[src/rtl/chunked_adder_pkg.sv]
// Shared definitions for the chunked add/subtract unit.
// Holds the FSM state encoding, the slice-count limit, and a helper function
// that sizes the slice index counter.
package chunked_adder_pkg;

    typedef enum logic [1:0] {
        ST_IDLE = 2'd0,
        ST_RUN  = 2'd1,
        ST_DONE = 2'd2
    } state_t;

    localparam int MAX_NCHUNK = 64;

    // Width of the slice index counter. It is at least one bit, so that the
    // single-slice case still has a legal register.
    function automatic int idx_width(input int nchunk);
        return (nchunk > 1) ? $clog2(nchunk) : 1;
    endfunction

endpackage

[src/rtl/chunked_adder_seq_rca.sv]
// rca_chunk: combinational CHUNK-bit ripple-carry adder built from full adders.
// Ports:
//   a, b   in  CHUNK  addend slices
//   cin    in  1      carry into bit 0
//   sum    out CHUNK  slice sum
//   cout   out 1      carry out of the top bit
//   c_msb  out 1      carry into the top bit (used for signed overflow)
module rca_chunk #(
    parameter int CHUNK = 4
) (
    input  logic [CHUNK-1:0] a,
    input  logic [CHUNK-1:0] b,
    input  logic             cin,
    output logic [CHUNK-1:0] sum,
    output logic             cout,
    output logic             c_msb
);

    logic [CHUNK:0] carry;

    assign carry[0] = cin;

    for (genvar gi = 0; gi < CHUNK; gi++) begin : g_fa
        assign sum[gi]       = a[gi] ^ b[gi] ^ carry[gi];
        assign carry[gi + 1] = (a[gi] & b[gi]) | (carry[gi] & (a[gi] ^ b[gi]));
    end

    assign cout  = carry[CHUNK];
    assign c_msb = carry[CHUNK-1];

endmodule

[src/rtl/chunked_adder_seq.sv]
// chunked_adder_seq: multi-cycle WIDTH-bit add/subtract unit that processes
// one CHUNK-bit slice per clock through a single shared ripple adder.
// Ports:
//   clk, rst               clock, synchronous active-high reset
//   in_valid / in_ready    operand handshake (accepted only while idle)
//   a, b, cin, sub         operands; sub=1 computes a-b-cin
//   out_valid / out_ready  result handshake (result held until accepted)
//   sum, cout, ovf         result, carry out (sub: 1 = no borrow), signed overflow
module chunked_adder_seq
    import chunked_adder_pkg::*;
#(
    parameter int WIDTH = 16,
    parameter int CHUNK = 4
) (
    input  logic             clk,
    input  logic             rst,
    input  logic             in_valid,
    output logic             in_ready,
    input  logic [WIDTH-1:0] a,
    input  logic [WIDTH-1:0] b,
    input  logic             cin,
    input  logic             sub,
    output logic             out_valid,
    input  logic             out_ready,
    output logic [WIDTH-1:0] sum,
    output logic             cout,
    output logic             ovf
);

    localparam int NCHUNK = WIDTH / CHUNK;
    localparam int IDXW   = idx_width(NCHUNK);
    localparam logic [IDXW-1:0] LAST_IDX = IDXW'(NCHUNK - 1);

    if ((WIDTH % CHUNK) != 0 || NCHUNK < 1 || NCHUNK > MAX_NCHUNK) begin : g_bad_params
        $error("chunked_adder_seq: WIDTH must be a multiple of CHUNK with 1..64 slices");
    end

    state_t           state_q,  state_d;
    logic [IDXW-1:0]  idx_q,    idx_d;
    logic [WIDTH-1:0] a_q,      a_d;
    logic [WIDTH-1:0] b_q,      b_d;
    logic             carry_q,  carry_d;
    logic [WIDTH-1:0] sum_q,    sum_d;
    logic             cout_q,   cout_d;
    logic             ovf_q,    ovf_d;

    // Slice views of the latched operands, selected by idx_q for the shared adder.
    logic [CHUNK-1:0] a_slices [NCHUNK];
    logic [CHUNK-1:0] b_slices [NCHUNK];

    for (genvar gi = 0; gi < NCHUNK; gi++) begin : g_slices
        assign a_slices[gi] = a_q[gi*CHUNK +: CHUNK];
        assign b_slices[gi] = b_q[gi*CHUNK +: CHUNK];
    end

    logic [CHUNK-1:0] slice_sum;
    logic             slice_cout;
    logic             slice_c_msb;

    rca_chunk #(
        .CHUNK (CHUNK)
    ) u_rca (
        .a     (a_slices[idx_q]),
        .b     (b_slices[idx_q]),
        .cin   (carry_q),
        .sum   (slice_sum),
        .cout  (slice_cout),
        .c_msb (slice_c_msb)
    );

    always_comb begin
        state_d = state_q;
        idx_d   = idx_q;
        a_d     = a_q;
        b_d     = b_q;
        carry_d = carry_q;
        sum_d   = sum_q;
        cout_d  = cout_q;
        ovf_d   = ovf_q;

        unique case (state_q)
            ST_IDLE: begin
                if (in_valid) begin
                    // Subtraction is a + ~b + ~cin, so a borrow-in becomes a missing carry-in.
                    a_d     = a;
                    b_d     = sub ? ~b : b;
                    carry_d = sub ? ~cin : cin;
                    idx_d   = '0;
                    state_d = ST_RUN;
                end
            end
            ST_RUN: begin
                carry_d = slice_cout;
                for (int i = 0; i < NCHUNK; i++) begin
                    if (idx_q == IDXW'(i)) begin
                        sum_d[i*CHUNK +: CHUNK] = slice_sum;
                    end
                end
                if (idx_q == LAST_IDX) begin
                    // Only the final slice holds the word MSB, so only it defines cout/ovf.
                    cout_d  = slice_cout;
                    ovf_d   = slice_c_msb ^ slice_cout;
                    idx_d   = '0;
                    state_d = ST_DONE;
                end else begin
                    idx_d = idx_q + IDXW'(1);
                end
            end
            ST_DONE: begin
                if (out_ready) begin
                    state_d = ST_IDLE;
                end
            end
            default: begin
                state_d = ST_IDLE;
            end
        endcase
    end

    always_ff @(posedge clk) begin
        if (rst) begin
            state_q <= ST_IDLE;
            idx_q   <= '0;
            a_q     <= '0;
            b_q     <= '0;
            carry_q <= 1'b0;
            sum_q   <= '0;
            cout_q  <= 1'b0;
            ovf_q   <= 1'b0;
        end else begin
            state_q <= state_d;
            idx_q   <= idx_d;
            a_q     <= a_d;
            b_q     <= b_d;
            carry_q <= carry_d;
            sum_q   <= sum_d;
            cout_q  <= cout_d;
            ovf_q   <= ovf_d;
        end
    end

    assign in_ready  = (state_q == ST_IDLE) && !rst;
    assign out_valid = (state_q == ST_DONE);
    assign sum       = sum_q;
    assign cout      = cout_q;
    assign ovf       = ovf_q;

endmodule
[config.mk]
export PLATFORM = sky130hd
export DESIGN_NAME = chunked_adder_seq
export DESIGN_NICKNAME = d
export VERILOG_FILES = /design/src/rtl/chunked_adder_pkg.sv /design/src/rtl/chunked_adder_seq_rca.sv /design/src/rtl/chunked_adder_seq.sv
export SDC_FILE = /design/constraint.sdc
export NUM_CORES = 1
export LEC_CHECK = 0
export CAP_MARGIN = 10
export CORE_UTILIZATION = 30
export DETAILED_ROUTE_END_ITERATION = 8
export PLACE_DENSITY_LB_ADDON = 0.2
export SETUP_SLACK_MARGIN = 0.05
export SYNTH_ARGS = -nofsm -noshare
export SYNTH_HDL_FRONTEND = slang
export SYNTH_HIERARCHICAL = 1
export SYNTH_SLANG_ARGS = --single-unit
[constraint.sdc]
create_clock -name clk -period 4.5 [get_ports clk]
set_clock_uncertainty 0.05 [all_clocks]
set_input_delay 0.675 -clock clk [delete_from_list [all_inputs] [get_ports clk]]
set_output_delay 0.675 -clock clk [all_outputs]
set_load 0.02 [all_outputs]
==> results of run 1 <==
-- cell families after synthesis --
kind of cell	after synthesis	share of synthesized area, %
AOI/OAI and AO/OA	55	13.00
xor gates and xnor gates	18	6.300
adders and majority gates	8	5.200
buffers and inverters	33	6.150
DFF	55	44.00
muxes	10	8.000
and+or+nand+nor	98	17.35
-- layout by cell type, fill, tap and decap left out --
cell type        synthesis  final
a211oi_1                16     16
a21oi_1                 35     35
a22oi_1                  3      3
buf_2                    8      1
buf_4                    2      4
bufinv_16                0      1
clkbuf_1                 8      1
clkbuf_8                 0      5
clkdlybuf4s50_1          0     56
dfxtp_1                 55     55
fa_1                     4      4
ha_1                     4      4
inv_1                   11     11
mux2i_1                  2      2
mux4_2                   8      8
nand2_1                 48     48
nand2b_1                 1      1
nand3_1                 16     16
nand3b_1                 4      4
nor2_1                  21     21
nor2b_1                  2      2
nor3_1                   3      3
nor3b_4                  0      1
o21bai_1                 1      1
or3b_1                   1      1
or4b_1                   1      1
xnor2_1                 17     17
xor2_1                   1      1
-- final cells by class --
cell class,instances,area [µm²],area share [%]
timing repair buffer,61,595.6,18.49
clock inverter,1,30.03,0.9320
sequential,55,1101,34.17
tap,102,127.6,3.961
inverter,11,41.29,1.282
clock buffer,6,72.57,2.252
multi-input combinational,189,1254,38.91
-- power by group through the flow --
stage	Combinational [µW]	Clock, µW	Sequential (µW)
global route	195	348	539
global placement	176	0	545
detailed placement	179	0	546
floorplan	113	0	540
finish	176	320	534
CTS	179	330	534
-- routing by layer --
| metal | vias to the layer above | share of wire [%] | global-route usage, % |
|---|---|---|---|
| met4 | 0 | 1.2 | 4.231 |
| met5 | - | 0 | 0 |
| met3 | 6 | 4.6 | 3.415 |
| li1 | 1025 | - | - |
| met2 | 43 | 48 | 22.98 |
| met1 | 925 | 47 | 17.17 |
-- how the worst min path moves through the flow --
stage	startpoint	to	slack, ns
after floorplan	a_q[10]$_SDFFE_PP0P_	a_q[10]$_SDFFE_PP0P_	0.38
after global placement	a_q[11]$_SDFFE_PP0P_	a_q[11]$_SDFFE_PP0P_	0.39
after detailed placement	a_q[11]$_SDFFE_PP0P_	a_q[11]$_SDFFE_PP0P_	0.40
after CTS	a_q[11]$_SDFFE_PP0P_	a_q[11]$_SDFFE_PP0P_	0.41
after global routing	sum[0]$_SDFFE_PP0P_	sum[0]$_SDFFE_PP0P_	0.42
final	sum[8]$_SDFFE_PP0P_	sum[8]$_SDFFE_PP0P_	0.41
-- registers in the layout, indices dropped and copies added (netlist names) --
name,flops
state_q,2
b_q,16
sum,16
ovf,1
idx_q,2
a_q,16
carry_q,1
cout,1
-- critical path: cells and delay by family (launching register included) --
kind	cells	cell delay (ns)
xor gates and xnor gates	1	0.18
buffers and inverters	2	0.14
muxes	1	0.61
and+or+nand+nor	2	0.13
adders and majority gates	4	1.19
DFF	1	0.79
-- through the flow --
step / total power [µW] / worst slack, ns / std cells
floorplan: 652.9 / 1.583 / 277
global placement: 721.3 / 1.283 / 418
detailed placement: 724.6 / 1.259 / 418
CTS: 1044 / 1.218 / 425
global route: 1082 / 0.9783 / 425
finish: 1030 / 1.262 / 425
==> reports/metrics.cfg, run 1 <==
[outcome]
status=complete, no violations

[synth]
yosysMostFrequentCell=dfxtp_1
post_synth_main_area_contributors=dfxtp_1 44%, mux4_2 7.2%, nand2_1 7.2%
synth.avg_cell_area_um2=9.034
synthCells=277
synth_top_cell_area_share_pct=44.00
ys_warn_count=6
ys.flop_type=dfxtp_1
netlist_area_um2=2502
synth.distinct_cells=29
async_flop_share_pct=0
syn-num-nets=323
yosys.area.top_type=dfxtp_1
synth_edf_count=0
synth.yosys.seq_area_share_pct=44.00
ys_seq_elements=55
synth_common_cells=55 x dfxtp_1, 48 x nand2_1, 35 x a21oi_1, 21 x nor2_1, 17 x xnor2_1

[setup_path]
crit_path_end=ovf$_SDFFE_PP0P_
path_cells=mux4_2 -> fa_1 -> inv_1 -> fa_1 -> fa_1 -> inv_1 -> fa_1 -> xor2_1 -> nor2_1 -> nor3_1
cp_max_fo=13
critPathKind=flip-flop to flip-flop
ff2ff_setup_slack_ns=1.26
path_common_cell=fa_1
r2r-start=idx_q[0]$_SDFFE_PP0P_
cpPeakStageDelay_ns=0.79
cp-end-kind=flip-flop
critPathLaunchType=flip-flop
cp_slowest_cell=dfxtp_1
cp.arrival_ns=3.36
required_ns=4.62
reg2reg_depth=10
r2r-end=ovf$_SDFFE_PP0P_
setup.worst_path.start=idx_q[0]$_SDFFE_PP0P_

[cts]
cts_buffers=5
clock_sinks=55
clockBufferDepth=2
insertion_delay_ns=0.31
clockRootBuffer=clkbuf_8
postCtsResizedCells=0
postCtsHoldBufs=0
cts_setup_buffers=0
cts_tree=done
clkTransAtPathRegs_ns=0.10
h-tree-depth=2

[pwr]
leakagePower_uw=0.001118
switching_power_uw=264.0
p_clk_share_pct=31.1
power_frac_comb_pct=17.1
swShare_pct=25.62
internal-power_uw=766.4
power_density_nw_per_um2=319.8
ir_drop_mv=0.1361
power_frac_seq_pct=51.8

[sta]
relSlewSlack_pct=52.51
finalMaxSlewViolations=0
setup_violations=0
worstMarginPinSlew_ns=0.7114
max_freq_ghz=0.3088
rsz0062_at_grt=no
hold_ws_ns=0.4092
finalSetupTns_ns=0
fin_crit_sh_pct=71.95
period_needed_ns=3.238
timing_hold_violations_final=0

[floorplanning]
start_util_pct=31.73
core.rowCount=32
die_w_um=93.33
die_y_um=93.33
die_area_um2=8710
num_io_pins=58
core_um2=7888

[route]
drtIter0Drc=76
drcViolationCount=0
avgRoutedWirePerCell_um=12.93
drt-total-wl_um=5495
vias_per_cell=4.704
antenna_left=0
vias=1999
drtPass1Iterations=4

[layout]
area_delta_synth_final_pct=28.75
diodes=0
fill_cells=796
nets=369
post_route_cells_drive_above_1_share_pct=6.192
final_area_um2=3222
finish.utilization_pct=40.85

[global_route]
grt_remaining_overflow=0
grt_pass1_wl_um=9225
track_usage_pct=13.66
antenna_found_initial=0
grt_max_degree=56
first_global_vias=1945

[placement]
place_area_um2=3119
hpwl_um=3922
io_buffers=57
gp_congestion=0.7430

[worst_hold_path]
holdPathStages=2
min_path_type=flip-flop to flip-flop

[run]
cap_violations=0

Power figures use the tool's default switching activity.
==> inputs of run 2 (changes only) <==
==> constraint.sdc (replaced) <==
create_clock -name clk -period 3.35 [get_ports clk]
set_clock_uncertainty 0.05 [all_clocks]
set_input_delay 0.5025 -clock clk [delete_from_list [all_inputs] [get_ports clk]]
set_output_delay 0.5025 -clock clk [all_outputs]
set_load 0.02 [all_outputs]
==> reports/metrics.cfg, run 2 (synthesis results as in run 1) <==
[route]
drt-total-wl_um=5309
drtPass1Iterations=4
antenna_left=0
vias_per_cell=4.544
avgRoutedWirePerCell_um=12.40
vias=1945
drcViolationCount=0
drtIter0Drc=47

[sta]
period_needed_ns=2.939
rsz0062_at_grt=no
finalSetupTns_ns=0
timing_hold_violations_final=0
fin_crit_sh_pct=87.73
finalMaxSlewViolations=0
worstMarginPinSlew_ns=0.7010
relSlewSlack_pct=53.17
setup_violations=0
max_freq_ghz=0.3403

[pwr]
leakagePower_uw=0.001129
p_clk_share_pct=29.1
ir_drop_mv=0.1892
power_density_nw_per_um2=415.2
switching_power_uw=343.1
internal-power_uw=999.9
swShare_pct=25.55
power_uw=1343
power_frac_comb_pct=17.8
power_frac_seq_pct=53.1

[layout]
fill_cells=805
mostFrequentLayoutCells=56 x clkdlybuf4s50_1, 55 x dfxtp_1, 48 x nand2_1, 35 x a21oi_1, 21 x nor2_1
area_delta_synth_final_pct=29.25
diodes=0
post_route_cells_drive_above_1_share_pct=7.055
nets=371
layout_commonest_cell=clkdlybuf4s50_1

[placement]
gp_congestion=0.7250
io_buffers=57
hpwl_um=3907

[worst_hold_path]
hp-start=a_q[13]$_SDFFE_PP0P_
holdPathStages=2
min_path_type=flip-flop to flip-flop
worstHoldEndpoint=a_q[13]$_SDFFE_PP0P_

[setup_path]
cp_max_fo=6
critPathKind=flip-flop to flip-flop
r2r-end=ovf$_SDFFE_PP0P_
critPathLaunchType=flip-flop
reg2reg_depth=10
cp-end-kind=flip-flop
cp.arrival_ns=3.06
setup.worst_path.start=idx_q[0]$_SDFFE_PP0P_
r2r-start=idx_q[0]$_SDFFE_PP0P_
required_ns=3.47
ff2ff_setup_slack_ns=0.41

[cts]
clockRootBuffer=clkbuf_8
insertion_delay_ns=0.30
cts_buffers=5
clkTransAtPathRegs_ns=0.09
postCtsHoldBufs=0
h-tree-depth=2
cts_setup_buffers=0
clock_sinks=55
clockBufferDepth=2
postCtsResizedCells=0
cts_tree=done

[floorplanning]
core.rowCount=32
num_io_pins=58
die_w_um=93.33
start_util_pct=31.73
core_um2=7888
die_y_um=93.33
die_area_um2=8710

[global_route]
grt_pass1_wl_um=8970
grt_max_degree=56
track_usage_pct=13.13
first_global_vias=1911
antenna_found_initial=0
grt_remaining_overflow=0

[run]
cap_violations=0

[outcome]
status=complete, no violations

[run 2: area by class of cell]
type	instances	area, µm²	share of cell area, %
Tap cell	102	127.6	3.946
Clock buffer	8	100.1	3.095
Multi-Input combinational cell	189	1254	38.76
Timing Repair Buffer	63	610.6	18.88
Inverter	11	41.29	1.277
Sequential cell	55	1101	34.04
[run 2: critical path: stages, from the launching register on]
cell	delay [ns]
dfxtp_1	0.56
mux4_2	0.57
fa_1	0.42
inv_1	0.07
fa_1	0.18
fa_1	0.16
inv_1	0.06
fa_1	0.42
xor2_1	0.18
nor2_1	0.09
nor3_1	0.05
[run 2: power by group through the flow]
stage	sequential (µW)	combinational, µW	clock [µW]
after detailed placement	730	242	0
final	714	239	390
after floorplan	725	152	0
after global routing	719	268	430
after global placement	730	240	0
after CTS	715	243	405
[run 2: how the worst max path moves through the flow]
stage / to / cells after the start
CTS: ovf$_SDFFE_PP0P_ / 10
global route: ovf$_SDFFE_PP0P_ / 10
detailed placement: ovf$_SDFFE_PP0P_ / 10
global placement: ovf$_SDFFE_PP0P_ / 10
finish: ovf$_SDFFE_PP0P_ / 10
floorplan: ovf$_SDFFE_PP0P_ / 11
[run 2: per-stage QoR]
step / std cells / area (µm²) / worst slack, ns / hold slack [ns] / util (%)
finish: 428 / 3234 / 0.4111 / 0.4085 / 41.01
CTS: 428 / 3234 / 0.3843 / 0.4117 / 41.01
detailed placement: 420 / 3134 / 0.3984 / 0.3986 / 39.74
global placement: 420 / 3134 / 0.4363 / 0.3957 / 39.74
global route: 428 / 3234 / 0.1512 / 0.4203 / 41.01
floorplan: 277 / 2502 / 0.4327 / 0.3831 / -
[run 2: metal layers]
metal	up-vias	GRT usage, %	share of wire (%)
met5	-	0	0
met4	0	3.846	1.2
met3	6	2.846	3.8
met2	40	21.88	45
met1	870	17.02	49
li1	1029	-	-
